[config.mk]
export PLATFORM = sky130hd
export DESIGN_NAME = rst_seq_ctrl
export DESIGN_NICKNAME = d
export VERILOG_FILES = /design/src/rtl/rst_seq_pkg.sv /design/src/rtl/rst_sync.sv /design/src/rtl/rst_seq_ctrl.sv
export SDC_FILE = /design/constraint.sdc
export NUM_CORES = 1
export LEC_CHECK = 0
export ABC_AREA = 1
export ABC_CLOCK_PERIOD_IN_PS = 1330
export CELL_PAD_IN_SITES_DETAIL_PLACEMENT = 1
export CELL_PAD_IN_SITES_GLOBAL_PLACEMENT = 2
export CORE_MARGIN = 2
export CORE_UTILIZATION = 28
export CTS_CLUSTER_SIZE = 20
export DETAILED_ROUTE_END_ITERATION = 16
export PLACE_DENSITY = 0.8
export SETUP_SLACK_MARGIN = 0.05
export SLEW_MARGIN = 20
export SYNTH_ARGS = -nofsm -noshare
export SYNTH_HDL_FRONTEND = slang
export SYNTH_SLANG_ARGS = --single-unit
[constraint.sdc]
create_clock -name clk -period 1.33 [get_ports clk]
set_input_delay 0.1995 -clock clk [delete_from_list [all_inputs] [get_ports clk]]
set_output_delay 0.1995 -clock clk [all_outputs]
set_load 0.1 [all_outputs]
[src/rtl/rst_seq_pkg.sv]
// ======================================================================
// rst_seq_pkg -- state encoding and default sizing for rst_seq_ctrl.
// Rev 1.0
// ======================================================================
`default_nettype none

package rst_seq_pkg;

   localparam int DEF_STAGE_N     = 4;
   localparam int DEF_DLY_W       = 8;
   localparam int DEF_SYNC_STAGES = 2;

   typedef enum logic [2:0] {
      ST_HOLD = 3'd0,
      ST_WAIT = 3'd1,
      ST_REL  = 3'd2,
      ST_EN   = 3'd3,
      ST_RUN  = 3'd4,
      ST_GATE = 3'd5,
      ST_ASRT = 3'd6,
      ST_HELD = 3'd7
   } seq_state_e;

   function automatic logic is_busy(input seq_state_e s);
      return s inside {ST_WAIT, ST_REL, ST_EN, ST_GATE, ST_ASRT};
   endfunction

endpackage

`default_nettype wire

[src/rtl/rst_sync.sv]
// ======================================================================
// rst_sync -- reset synchronizer: asynchronous assertion, synchronous release.
// Rev 1.0
// ======================================================================
`default_nettype none

module rst_sync #(
   parameter int SYNC_STAGES = 2
) (
   input  logic clk,
   input  logic arst_n,
   output logic rst_sync_n
);

   logic [SYNC_STAGES-1:0] sync_q;
   logic [SYNC_STAGES-1:0] sync_d;

   always_comb begin
      sync_d = {sync_q[SYNC_STAGES-2:0], 1'b1};
   end

   always_ff @(posedge clk or negedge arst_n) begin
      if (!arst_n) begin
         sync_q <= '0;
      end else begin
         sync_q <= sync_d;
      end
   end

   assign rst_sync_n = sync_q[SYNC_STAGES-1];

endmodule

`default_nettype wire

[src/rtl/rst_seq_ctrl.sv]
// ======================================================================
// rst_seq_ctrl -- staged reset release sequencer; soft reset via RST_SEQ_SOFT_EN.
// Rev 1.0
// ======================================================================
`default_nettype none

module rst_seq_ctrl
   import rst_seq_pkg::*;
#(
   parameter int STAGE_N     = DEF_STAGE_N,
   parameter int SYNC_STAGES = DEF_SYNC_STAGES,
   parameter int DLY_W       = DEF_DLY_W
) (
   input  logic                     clk,
   input  logic                     reset_n,
   input  logic [STAGE_N*DLY_W-1:0] stage_dly,
   input  logic                     soft_rst_req,
   output logic                     soft_rst_ack,
   output logic [STAGE_N-1:0]       stage_rst_n,
   output logic [STAGE_N-1:0]       stage_clk_en,
   output logic                     seq_busy,
   output logic                     seq_done
);

   localparam int             K_W    = (STAGE_N > 1) ? $clog2(STAGE_N) : 1;
   localparam logic [K_W-1:0] K_LAST = K_W'(STAGE_N - 1);

   logic               rst_sync_n;
   seq_state_e         state_q, state_d;
   logic [K_W-1:0]     k_q, k_d;
   logic [DLY_W-1:0]   cnt_q, cnt_d;
   logic [STAGE_N-1:0] rst_n_q, rst_n_d;
   logic [STAGE_N-1:0] clk_en_q, clk_en_d;
   logic               busy_q, busy_d;
   logic               done_q, done_d;
   logic               ack_q, ack_d;

   rst_sync #(
      .SYNC_STAGES (SYNC_STAGES)
   ) u_rst_sync (
      .clk        (clk),
      .arst_n     (reset_n),
      .rst_sync_n (rst_sync_n)
   );

   always_ff @(posedge clk or negedge rst_sync_n) begin
      if (!rst_sync_n) begin
         state_q  <= ST_HOLD;
         k_q      <= '0;
         cnt_q    <= '0;
         rst_n_q  <= '0;
         clk_en_q <= '0;
         busy_q   <= 1'b0;
         done_q   <= 1'b0;
         ack_q    <= 1'b0;
      end else begin
         state_q  <= state_d;
         k_q      <= k_d;
         cnt_q    <= cnt_d;
         rst_n_q  <= rst_n_d;
         clk_en_q <= clk_en_d;
         busy_q   <= busy_d;
         done_q   <= done_d;
         ack_q    <= ack_d;
      end
   end

   // The final stage skips EN so RUN (and seq_done) coincide with its clock enable.
   always_comb begin
      state_d = state_q;
      k_d     = k_q;
      cnt_d   = cnt_q;
      case (state_q)
         ST_HOLD: begin
            if (rst_sync_n) begin
               state_d = ST_WAIT;
               k_d     = '0;
               cnt_d   = stage_dly[0 +: DLY_W];
            end
         end
         ST_WAIT: begin
            if (cnt_q == '0) begin
               state_d = ST_REL;
            end else begin
               cnt_d = cnt_q - DLY_W'(1);
            end
         end
         ST_REL: begin
            state_d = (k_q == K_LAST) ? ST_RUN : ST_EN;
         end
         ST_EN: begin
            if (k_q == K_LAST) begin
               state_d = ST_RUN;
            end else begin
               state_d = ST_WAIT;
               k_d     = k_q + K_W'(1);
               cnt_d   = stage_dly[int'(k_d)*DLY_W +: DLY_W];
            end
         end
`ifdef RST_SEQ_SOFT_EN
         ST_RUN: begin
            if (soft_rst_req) begin
               state_d = ST_GATE;
            end
         end
         ST_GATE: begin
            state_d = ST_ASRT;
            k_d     = K_LAST;
         end
         ST_ASRT: begin
            if (k_q == '0) begin
               state_d = ST_HELD;
            end else begin
               k_d = k_q - K_W'(1);
            end
         end
         ST_HELD: begin
            if (!soft_rst_req) begin
               state_d = ST_WAIT;
               k_d     = '0;
               cnt_d   = stage_dly[0 +: DLY_W];
            end
         end
`else
         ST_RUN: begin
            state_d = ST_RUN;
         end
`endif
         default: begin
            state_d = ST_HOLD;
            k_d     = '0;
            cnt_d   = '0;
         end
      endcase
   end

   // Outputs are decoded from the transition so every output is a flop.
   always_comb begin
      rst_n_d  = rst_n_q;
      clk_en_d = clk_en_q;
      busy_d   = is_busy(state_d);
      done_d   = (state_d == ST_RUN);
      if (state_d == ST_HOLD) begin
         rst_n_d  = '0;
         clk_en_d = '0;
      end
      if (state_d == ST_REL) begin
         rst_n_d = rst_n_q | (STAGE_N'(1) << k_q);
      end
      if ((state_d == ST_EN) || ((state_d == ST_RUN) && (state_q == ST_REL))) begin
         clk_en_d = clk_en_q | (STAGE_N'(1) << k_q);
      end
`ifdef RST_SEQ_SOFT_EN
      if (state_d == ST_GATE) begin
         clk_en_d = '0;
      end
      if (state_d == ST_ASRT) begin
         rst_n_d = rst_n_q & ~(STAGE_N'(1) << k_d);
      end
      ack_d = (state_d == ST_HELD) && soft_rst_req;
`else
      ack_d = 1'b0;
`endif
   end

`ifndef RST_SEQ_SOFT_EN
   logic unused_soft_req;
   assign unused_soft_req = soft_rst_req;
`endif

   assign stage_rst_n  = rst_n_q;
   assign stage_clk_en = clk_en_q;
   assign seq_busy     = busy_q;
   assign seq_done     = done_q;
   assign soft_rst_ack = ack_q;

endmodule

`default_nettype wire
==> results.cfg, run 1 <==
[worst_setup_path]
critical_path_class = reg -> reg
worstPathArrival_ps = 1650
crit_end = stage_clk_en[1]
startpoint = k_q[0]
r2r_start = k_q[0]
reg2reg_depth = 9
crit_path_start_kind = register
cp_max_fo = 8
rr_endpoint = stage_clk_en[1]
worstPathRequired_ps = 1500
cp-end-kind = register
rrSetupSlack_ps = -150

[power_and_ir_drop]
power.leakage_nw = 1.534
ir_worst_vdd_mv = 0.3078
pwr_density_cell_nw_per_um2 = 447.3

[die]
core_area_sq_um = 6314
die_w_um = 84.36
start_util = 0.2864
dieArea_sq_um = 7116
die_y_um = 84.36
rows = 29
ioPinCount = 46

[timing]
layout_setup_ws_ps = -152.7
rsz0062_at_grt = yes
setup_viol_count_final = 20
timing.fmax_ghz = 0.6745
hold_violations = 0
finClkSkew_ps = 11.42
drv_slew = 0
period_share = 1.115
period_minus_slack_ps = 1483
finalHoldWorstSlack_ps = 58.71

[cts]
clk_pin_slew_worst_paths_ps = 100
htree_levels = 1
root_buffer = clkbuf_8
cts_tree = built
numCtsBuffers = 3
cts.sinks = 25
insertion_delay_ps = 280
cts_buffer_depth = 2

[drt]
drt_iter0_markers = 43
wl_per_cell_um = 14.18
vias = 2063
viasPerCell = 4.710
ant_nets = 0
drt_wl_total_um = 6211
dr.pass1.iters = 4
drc = 0

[placement]
dpl-instance-area_sq_um = 2738
dpl.hpwl_um = 4343
gp_congestion = 0.7748
port_buffers = 43

[global_routing]
antenna_found_initial = 0
grt_pass1_wl_um = 9949
grt_max_degree = 24
grt_use_total = 0.1706
grt_pass1_vias = 2183
grt_overflow = 0

[logic_synthesis]
yosys_warnings = 0
syn_inst = 261
synth_seq_area_share = 0.3460
synth-seq-cells = 25
syn_area_sq_um = 1808
yosysUniqueCellTypes = 28
avgSynthCellArea_sq_um = 6.927
syn-num-nets = 301

[final_layout]
nets = 402
syn_to_final_growth_pct = 75.09
fillers = 778
drive_above_1_share = 0.4155
antenna_cells = 0
design_area_sq_um = 3166
post-route-util = 0.5014

[run]
cap_violations = 0

[min_path]
hold_class = in -> async

[status]
status = finished with violations
violations = setup timing
-- worst min path at each step --
stage | start | slack (ps) | cells past startpoint | endpoint
floorplan | reset_n | -100 | 0 | u_rst_sync.sync_q[0]
global placement | u_rst_sync.sync_q[1] | 300 | 1 | state_q[1]
detailed placement | u_rst_sync.sync_q[1] | 300 | 1 | state_q[1]
CTS | reset_n | 60 | 1 | u_rst_sync.sync_q[0]
global route | reset_n | 60 | 1 | u_rst_sync.sync_q[1]
finish | reset_n | 60 | 1 | u_rst_sync.sync_q[1]
-- cell type report --
| class | instances | area, sq um | area share |
|---|---|---|---|
| Clock buffer | 3 | 41.29 | 0.01304 |
| Clock inverter | 1 | 5.005 | 0.001581 |
| Inverter | 26 | 113.9 | 0.03597 |
| Multi-Input combinational cell | 204 | 1230 | 0.3885 |
| Sequential cell | 25 | 629.4 | 0.1988 |
| Tap cell | 77 | 96.34 | 0.03043 |
| Timing Repair Buffer | 102 | 1050 | 0.3316 |
-- Yosys cell counts, drive strengths merged --
cell / instances / area (sq um)
a21oi: 2 / 21.27
buf: 6 / 38.79
clkinv: 2 / 8.750
conb: 2 / 7.510
dfrtp: 25 / 625.6
ha: 5 / 62.56
inv: 24 / 90.08
nand2: 100 / 395.4
nand3: 20 / 125.1
nand4: 2 / 27.53
nor2: 43 / 246.5
nor3: 1 / 5.000
o21ai: 25 / 125.1
o21bai: 3 / 22.52
or2: 1 / 6.260
-- state kept, by name, summed over array words and instances, names as in the netlist --
signal	flops
cnt_q	8
k_q	2
seq_busy	1
seq_done	1
stage_clk_en	4
stage_rst_n	4
state_q	3
u_rst_sync.sync_q	2
-- layer usage --
metal / vias up / wire [um] / GRT usage
li1: 1012 / - / -
met1: 997 / 2729 / 0.2082
met2: 43 / 3213 / 0.3124
met3: 11 / 171 / 0.02557
met4: 0 / 97 / 0.04618
met5: - / 0 / 0
-- through the flow --
stage / TNS, ps / instances / setup WS [ps] / power (mW)
2_1_floorplan: -1738 / 261 / -229.5 / 0.8228
3_3_place_gp: -2725 / 414 / -205.4 / 0.9404
3_5_place_dp: -3885 / 414 / -274.0 / 0.9402
4_1_cts: -1806 / 429 / -117.7 / 1.432
5_1_grt: -3857 / 438 / -240.6 / 1.475
6_report: -2068 / 438 / -152.7 / 1.416
-- repair_timing --
item / in CTS / in global routing
hold buffers: 0 / 0
pin swaps: 27 / 24
resized for setup: 34 / 49
setup endpoints to repair: 23 / 23
buffers inserted: 12 / 13
hold endpoints to repair: 0 / 0
-- cells in the final DEF, fill, tap and decap left out, types with 3 or more instances in the layout --
master	Yosys	layout
nand2_1	94	77
buf_4	1	42
clkdlybuf4s50_1	0	33
nor2_1	32	25
dfrtp_1	25	22
nand2_2	5	17
buf_6	1	15
nand3_1	18	14
inv_2	4	11
o21ai_0	21	11
buf_12	0	11
nor2_4	6	10
inv_1	20	10
o21ai_1	4	9
nand2_4	1	6
nor2_2	3	6
o21ai_2	0	5
nand3_2	0	4
o21bai_1	3	3
ha_4	0	3
clkbuf_8	0	3
dfrtp_2	0	3
-- worst max-delay path, cell delays in order (launching register included) --
cell	delay [ps]
dfrtp_2	420
buf_6	130
ha_4	180
inv_4	60
nand3_1	100
nand2_2	70
nor2_4	120
nand3_4	150
nand2_1	100
nand2_1	50
-- power by group --
group | switching [mW] | internal (mW) | total (mW) | leakage, nW
combinational | 0.0629 | 0.101 | 0.163 | 1.24
clock | 0.277 | 0.211 | 0.488 | 0.0255
sequential | 0.00148 | 0.763 | 0.764 | 0.270
total | 0.342 | 1.07 | 1.42 | 1.53
-- cell families (layout without fill, tap and decap cells) --
group,Yosys count,count (layout),share of synthesized area
other cells,2,2,0.004154
compound gates,30,30,0.09342
flops,25,25,0.3460
buf+inv,32,132,0.07612
fa+ha+maj,5,5,0.03460
simple gates,167,167,0.4457
Note: power is estimated with default switching activity, not from simulation.
==> run 2: changes to the inputs <==
--- a/config.mk
+++ b/config.mk
@@ -10,4 +10,5 @@
 export CELL_PAD_IN_SITES_DETAIL_PLACEMENT = 1
 export CELL_PAD_IN_SITES_GLOBAL_PLACEMENT = 2
+export CORE_ASPECT_RATIO = 1.5
 export CORE_MARGIN = 2
 export CORE_UTILIZATION = 28
==> constraint.sdc (replaced) <==
create_clock -name clk -period 1.33 [get_ports clk]
set_input_delay 0.1995 -clock clk [delete_from_list [all_inputs] [get_ports clk]]
set_output_delay 0.1995 -clock clk [all_outputs]
set_load 0.02 [all_outputs]
==> run 2 against run 1 <==
Effect of this change:
- the run still ends with setup timing left
- worst setup slack improved by 6.5 ps
- largest power group unchanged
- core utilization decreased by 3.3 points
- highest routed layer unchanged
- register-to-register slack about the same
- combinational power shrank 9%
- sequential power about the same
- largest cell class unchanged
- non-clock buffer count is 10 lower
==> results.cfg, run 2 (synthesis results as in run 1) <==
[timing]
period_share = 1.110
rsz0062_at_grt = yes
layout_setup_ws_ps = -146.1
setup_viol_count_final = 18
finClkSkew_ps = 1.251
period_minus_slack_ps = 1476
drv_slew = 0
hold_violations = 0
timing.fmax_ghz = 0.6774

[drt]
ant_nets = 0
vias = 1964
dr.pass1.iters = 4
drt_wl_total_um = 5744
drc = 0
drt_iter0_markers = 33
wl_per_cell_um = 13.52
viasPerCell = 4.621

[worst_setup_path]
cp-end-kind = register
reg2reg_depth = 10
worstPathArrival_ps = 1650
cp_max_fo = 6
crit_path_start_kind = register
rrSetupSlack_ps = -150
critical_path_class = reg -> reg
rr_endpoint = cnt_q[0]
r2r_start = k_q[0]
worstPathRequired_ps = 1500

[cts]
htree_levels = 1
cts_tree = built
insertion_delay_ps = 270
numCtsBuffers = 3
cts.sinks = 25
clk_pin_slew_worst_paths_ps = 90
cts_buffer_depth = 2
root_buffer = clkbuf_8
postCtsHoldBufs = 0

[final_layout]
top_register = cnt_q
nets = 392
syn_to_final_growth_pct = 59.86
largest_reg_flops = 8
antenna_cells = 0
drive_above_1_share = 0.3219
layout_common_cells = nand2_1, buf_4, clkdlybuf4s50_1
fillers = 774
final_common_cell = nand2_1
post-route-util = 0.4681
design_area_sq_um = 2890

[placement]
port_buffers = 43
dpl-instance-area_sq_um = 2624
dpl.hpwl_um = 4370
gp_congestion = 0.8178

[global_routing]
grt_pass1_vias = 2107
grt_use_total = 0.1622
grt_overflow = 0
grt_pass1_wl_um = 9287
grt_max_degree = 19
antenna_found_initial = 0

[die]
dieArea_sq_um = 7129
ioPinCount = 46
die_w_um = 69.61
core_area_sq_um = 6175
rows = 35
start_util = 0.2928
die_y_um = 102.4

[power_and_ir_drop]
pwr_density_cell_nw_per_um2 = 475.1
ir_worst_vdd_mv = 0.4559
power.leakage_nw = 1.439

[run]
cap_violations = 0

[status]
status = finished with violations
violations = setup timing

[min_path]
hold_class = in -> async
[run 2: what timing repair did]
action / 4_1_cts / 5_1_grt
buffers inserted: 3 / 10
pin swaps: 13 / 24
gates cloned: 0 / 0
setup endpoints to repair: 33 / 23
resized for setup: 29 / 27
[run 2: per-layer routing]
layer / vias up / GRT usage / share of wire
li1: 991 / - / -
met1: 934 / 0.1704 / 0.39
met2: 30 / 0.3402 / 0.57
met3: 9 / 0.008876 / 0.022
met4: 0 / 0.05030 / 0.018
met5: - / 0 / 0
[run 2: worst max-delay path by stage]
stage	startpoint	to	slack (ps)	cells after the start
after floorplan	k_q[0]	cnt_q[7]	-230	12
final	k_q[0]	cnt_q[0]	-150	10
after detailed placement	k_q[0]	stage_clk_en[3]	-200	8
after global placement	k_q[0]	stage_clk_en[1]	-160	8
after CTS	k_q[0]	cnt_q[0]	-130	10
after global routing	k_q[0]	stage_clk_en[1]	-250	9
[run 2: report_power, final]
part | total (mW) | internal, mW | switching, mW
clock network | 0.459 | 0.215 | 0.245
logic | 0.148 | 0.0983 | 0.0499
registers | 0.765 | 0.763 | 0.00274
[run 2: worst max-delay path, cell delays in order, from the launching register on]
cell	delay, ps
dfrtp_2	420
clkinv_4	70
ha_4	330
buf_6	140
nor2_1	40
o21ai_1	60
nand2_1	60
nand2_1	70
nand3_2	60
nand2_2	60
nand2_1	50
[run 2: area by class of cell]
class                           count  area, sq um  share of cell area
Sequential cell                    25        628.1              0.2173
Timing Repair Buffer               92        838.3              0.2900
Multi-Input combinational cell    204         1177              0.4074
Tap cell                           74        92.59             0.03203
Clock buffer                        4        45.04             0.01558
Inverter                           26        108.9             0.03766
[run 2: metrics by stage]
step                      hold slack, ps  power, mW  worst slack [ps]  TNS (ps)  cells
after global placement             226.4     0.9243            -159.2     -2215    408
after global routing               82.28      1.431            -247.7     -3723    425
after floorplan                   -96.09     0.8130            -229.5     -1738    261
after CTS                          87.37      1.389            -129.0     -1780    415
after detailed placement           222.2     0.9256            -196.3     -2731    408
final                              84.90      1.373            -146.1     -1940    425
==> run 3: changes to the inputs <==
- PLACE_DENSITY: 0.8 -> default
- PLACE_DENSITY_LB_ADDON: default -> 0.1
==> run 3 against run 2 <==
Effect of this change:
- core utilization is 2.5 points lower
- critical path type unchanged
- cell area is 5.2% lower
- clock power is 0.9% lower
- via count fell by 2.9%
- the run still ends with setup timing left
- final cell count shrank 2.8%
- combinational power about the same
==> results.cfg, run 3 (synthesis results as in run 1) <==
[final_layout]
nets = 380
layout_common_cells = nand2_1, buf_4, clkdlybuf4s50_1
largest_reg_flops = 8
design_area_sq_um = 2739
drive_above_1_share = 0.2743
top_register = cnt_q
antenna_cells = 0
fillers = 797
final_cells = 413
syn_to_final_growth_pct = 51.49
final_common_cell = nand2_1

[drt]
drc = 0
vias = 1908
ant_nets = 0
wl_per_cell_um = 13.86
viasPerCell = 4.620
dr.pass1.iters = 3
drt_wl_total_um = 5725
drt_iter0_markers = 39

[power_and_ir_drop]
pwr_density_cell_nw_per_um2 = 500.7
p_switching_mw = 0.2989
ir_worst_vdd_mv = 0.4053
power.share.clock = 0.332
switching_share = 0.2180
p_seq_frac = 0.558
combinationalPowerShare = 0.110
power.leakage_nw = 1.358
p_int_mw = 1.072
finalPower_mw = 1.371

[worst_setup_path]
reg2reg_depth = 10
cp_cell_sequence = inv_6, ha_4, buf_6, nor2_4, o21ai_2, nand2_1, nand2_1, nand3_2, nand2_2, nand2_2
cp-end-kind = register
crit_buf_inv = 2
crit_slowest_cell = dfrtp_2
crit_family = flip-flops
rrSetupSlack_ps = -150
critical_path_class = reg -> reg
cp_max_fo = 6
worstPathArrival_ps = 1650
crit_cells = 10
max_stage_delay_ps = 420
worstPathRequired_ps = 1500
crit_path_start_kind = register

[global_routing]
grt_overflow = 0
grt_use_total = 0.1690
grt_pass1_wl_um = 9473
grt_pass1_vias = 2118
antenna_found_initial = 0
grt_max_degree = 20

[cts]
htree_levels = 1
cts.sinks = 25
root_buffer = clkbuf_8
cts_tree = built
clk_pin_slew_worst_paths_ps = 90
insertion_delay_ps = 270
numCtsBuffers = 3
cts_buffer_depth = 2

[die]
core_area_sq_um = 6175
ioPinCount = 46
die_y_um = 102.4
start_util = 0.2928
die_w_um = 69.61
dieArea_sq_um = 7129
rows = 35

[timing]
period_minus_slack_ps = 1478
finClkSkew_ps = 6.176
drv_slew = 0
timing.fmax_ghz = 0.6766
hold_violations = 0
layout_setup_ws_ps = -148.0
rsz0062_at_grt = yes
period_share = 1.111
setup_viol_count_final = 16

[placement]
dpl-instance-area_sq_um = 2589
placed_cells = 405
gp_congestion = 0.7935
dp_slack_ps = -182.5
dpl.hpwl_um = 4578
port_buffers = 43

[run]
cap_violations = 0

[status]
status = finished with violations
violations = setup timing

[min_path]
hold_class = in -> async
-- run 3: changes by cell type in the layout (fill, tap and decap cells not counted), moves of 3 or more --
cell / before / now
nand2_1: 83 / 89
buf_4: 42 / 34
nand2_2: 14 / 8
nor2_4: 7 / 11
nand3_1: 13 / 16
buf_12: 3 / 0
nand3_2: 5 / 2
nor2_2: 7 / 4
-- run 3: final cells by class --
| type | instances | area, sq um | area share |
|---|---|---|---|
| multi-input combinational | 204 | 1156 | 0.4221 |
| timing repair buffer | 80 | 706.9 | 0.2581 |
| sequential | 25 | 628.1 | 0.2293 |
| inverter | 26 | 108.9 | 0.03974 |
| tap | 74 | 92.59 | 0.03381 |
| clock buffer | 3 | 41.29 | 0.01508 |
| clock inverter | 1 | 5.005 | 0.001827 |
-- run 3: path summary, 6_finish.rpt --
| kind | startpoint | end |
|---|---|---|
| worst max register to register | k_q[0] | cnt_q[2] |
| worst min register to register | u_rst_sync.sync_q[1] | state_q[1] |
| worst max-delay path | k_q[0] | cnt_q[2] |
| worst min-delay path | reset_n | u_rst_sync.sync_q[1] |
| min in group clk | u_rst_sync.sync_q[0] | u_rst_sync.sync_q[1] |
| max in group asynchronous | u_rst_sync.sync_q[1] | k_q[0] |
-- run 3: per-stage QoR --
stage	util	hold WS [ps]	TNS, ps
6_report	0.4436	83.01	-1282
5_1_grt	0.4436	62.93	-3574
4_1_cts	0.4365	73.04	-1528
3_5_place_dp	0.4193	252.7	-2675
3_3_place_gp	0.4193	257.2	-2107
2_1_floorplan	-	-96.09	-1738
-- run 3: repair_timing --
action / CTS / global route
resized for setup: 30 / 14
pin swaps: 11 / 7
setup buffers: 4 / 0
endpoints found under the setup margin: 32 / 23
hold buffers: 0 / 0
-- run 3: power groups by stage --
stage          registers [mW]  logic, mW  clock network, mW
6_report                0.765      0.151              0.455
3_5_place_dp            0.781      0.151                  0
2_1_floorplan           0.789     0.0242                  0
5_1_grt                 0.766      0.166              0.514
4_1_cts                 0.765      0.154              0.488
3_3_place_gp            0.780      0.150                  0
-- run 3: per-layer routing --
layer / vias to the layer above / share of wire / wire length [um] / global-route usage
li1: 965 / - / - / -
met1: 909 / 0.37 / 2098 / 0.1639
met2: 27 / 0.60 / 3413 / 0.3720
met3: 7 / 0.023 / 133 / 0.01282
met4: 0 / 0.014 / 79 / 0.04586
met5: - / 0 / 0 / 0
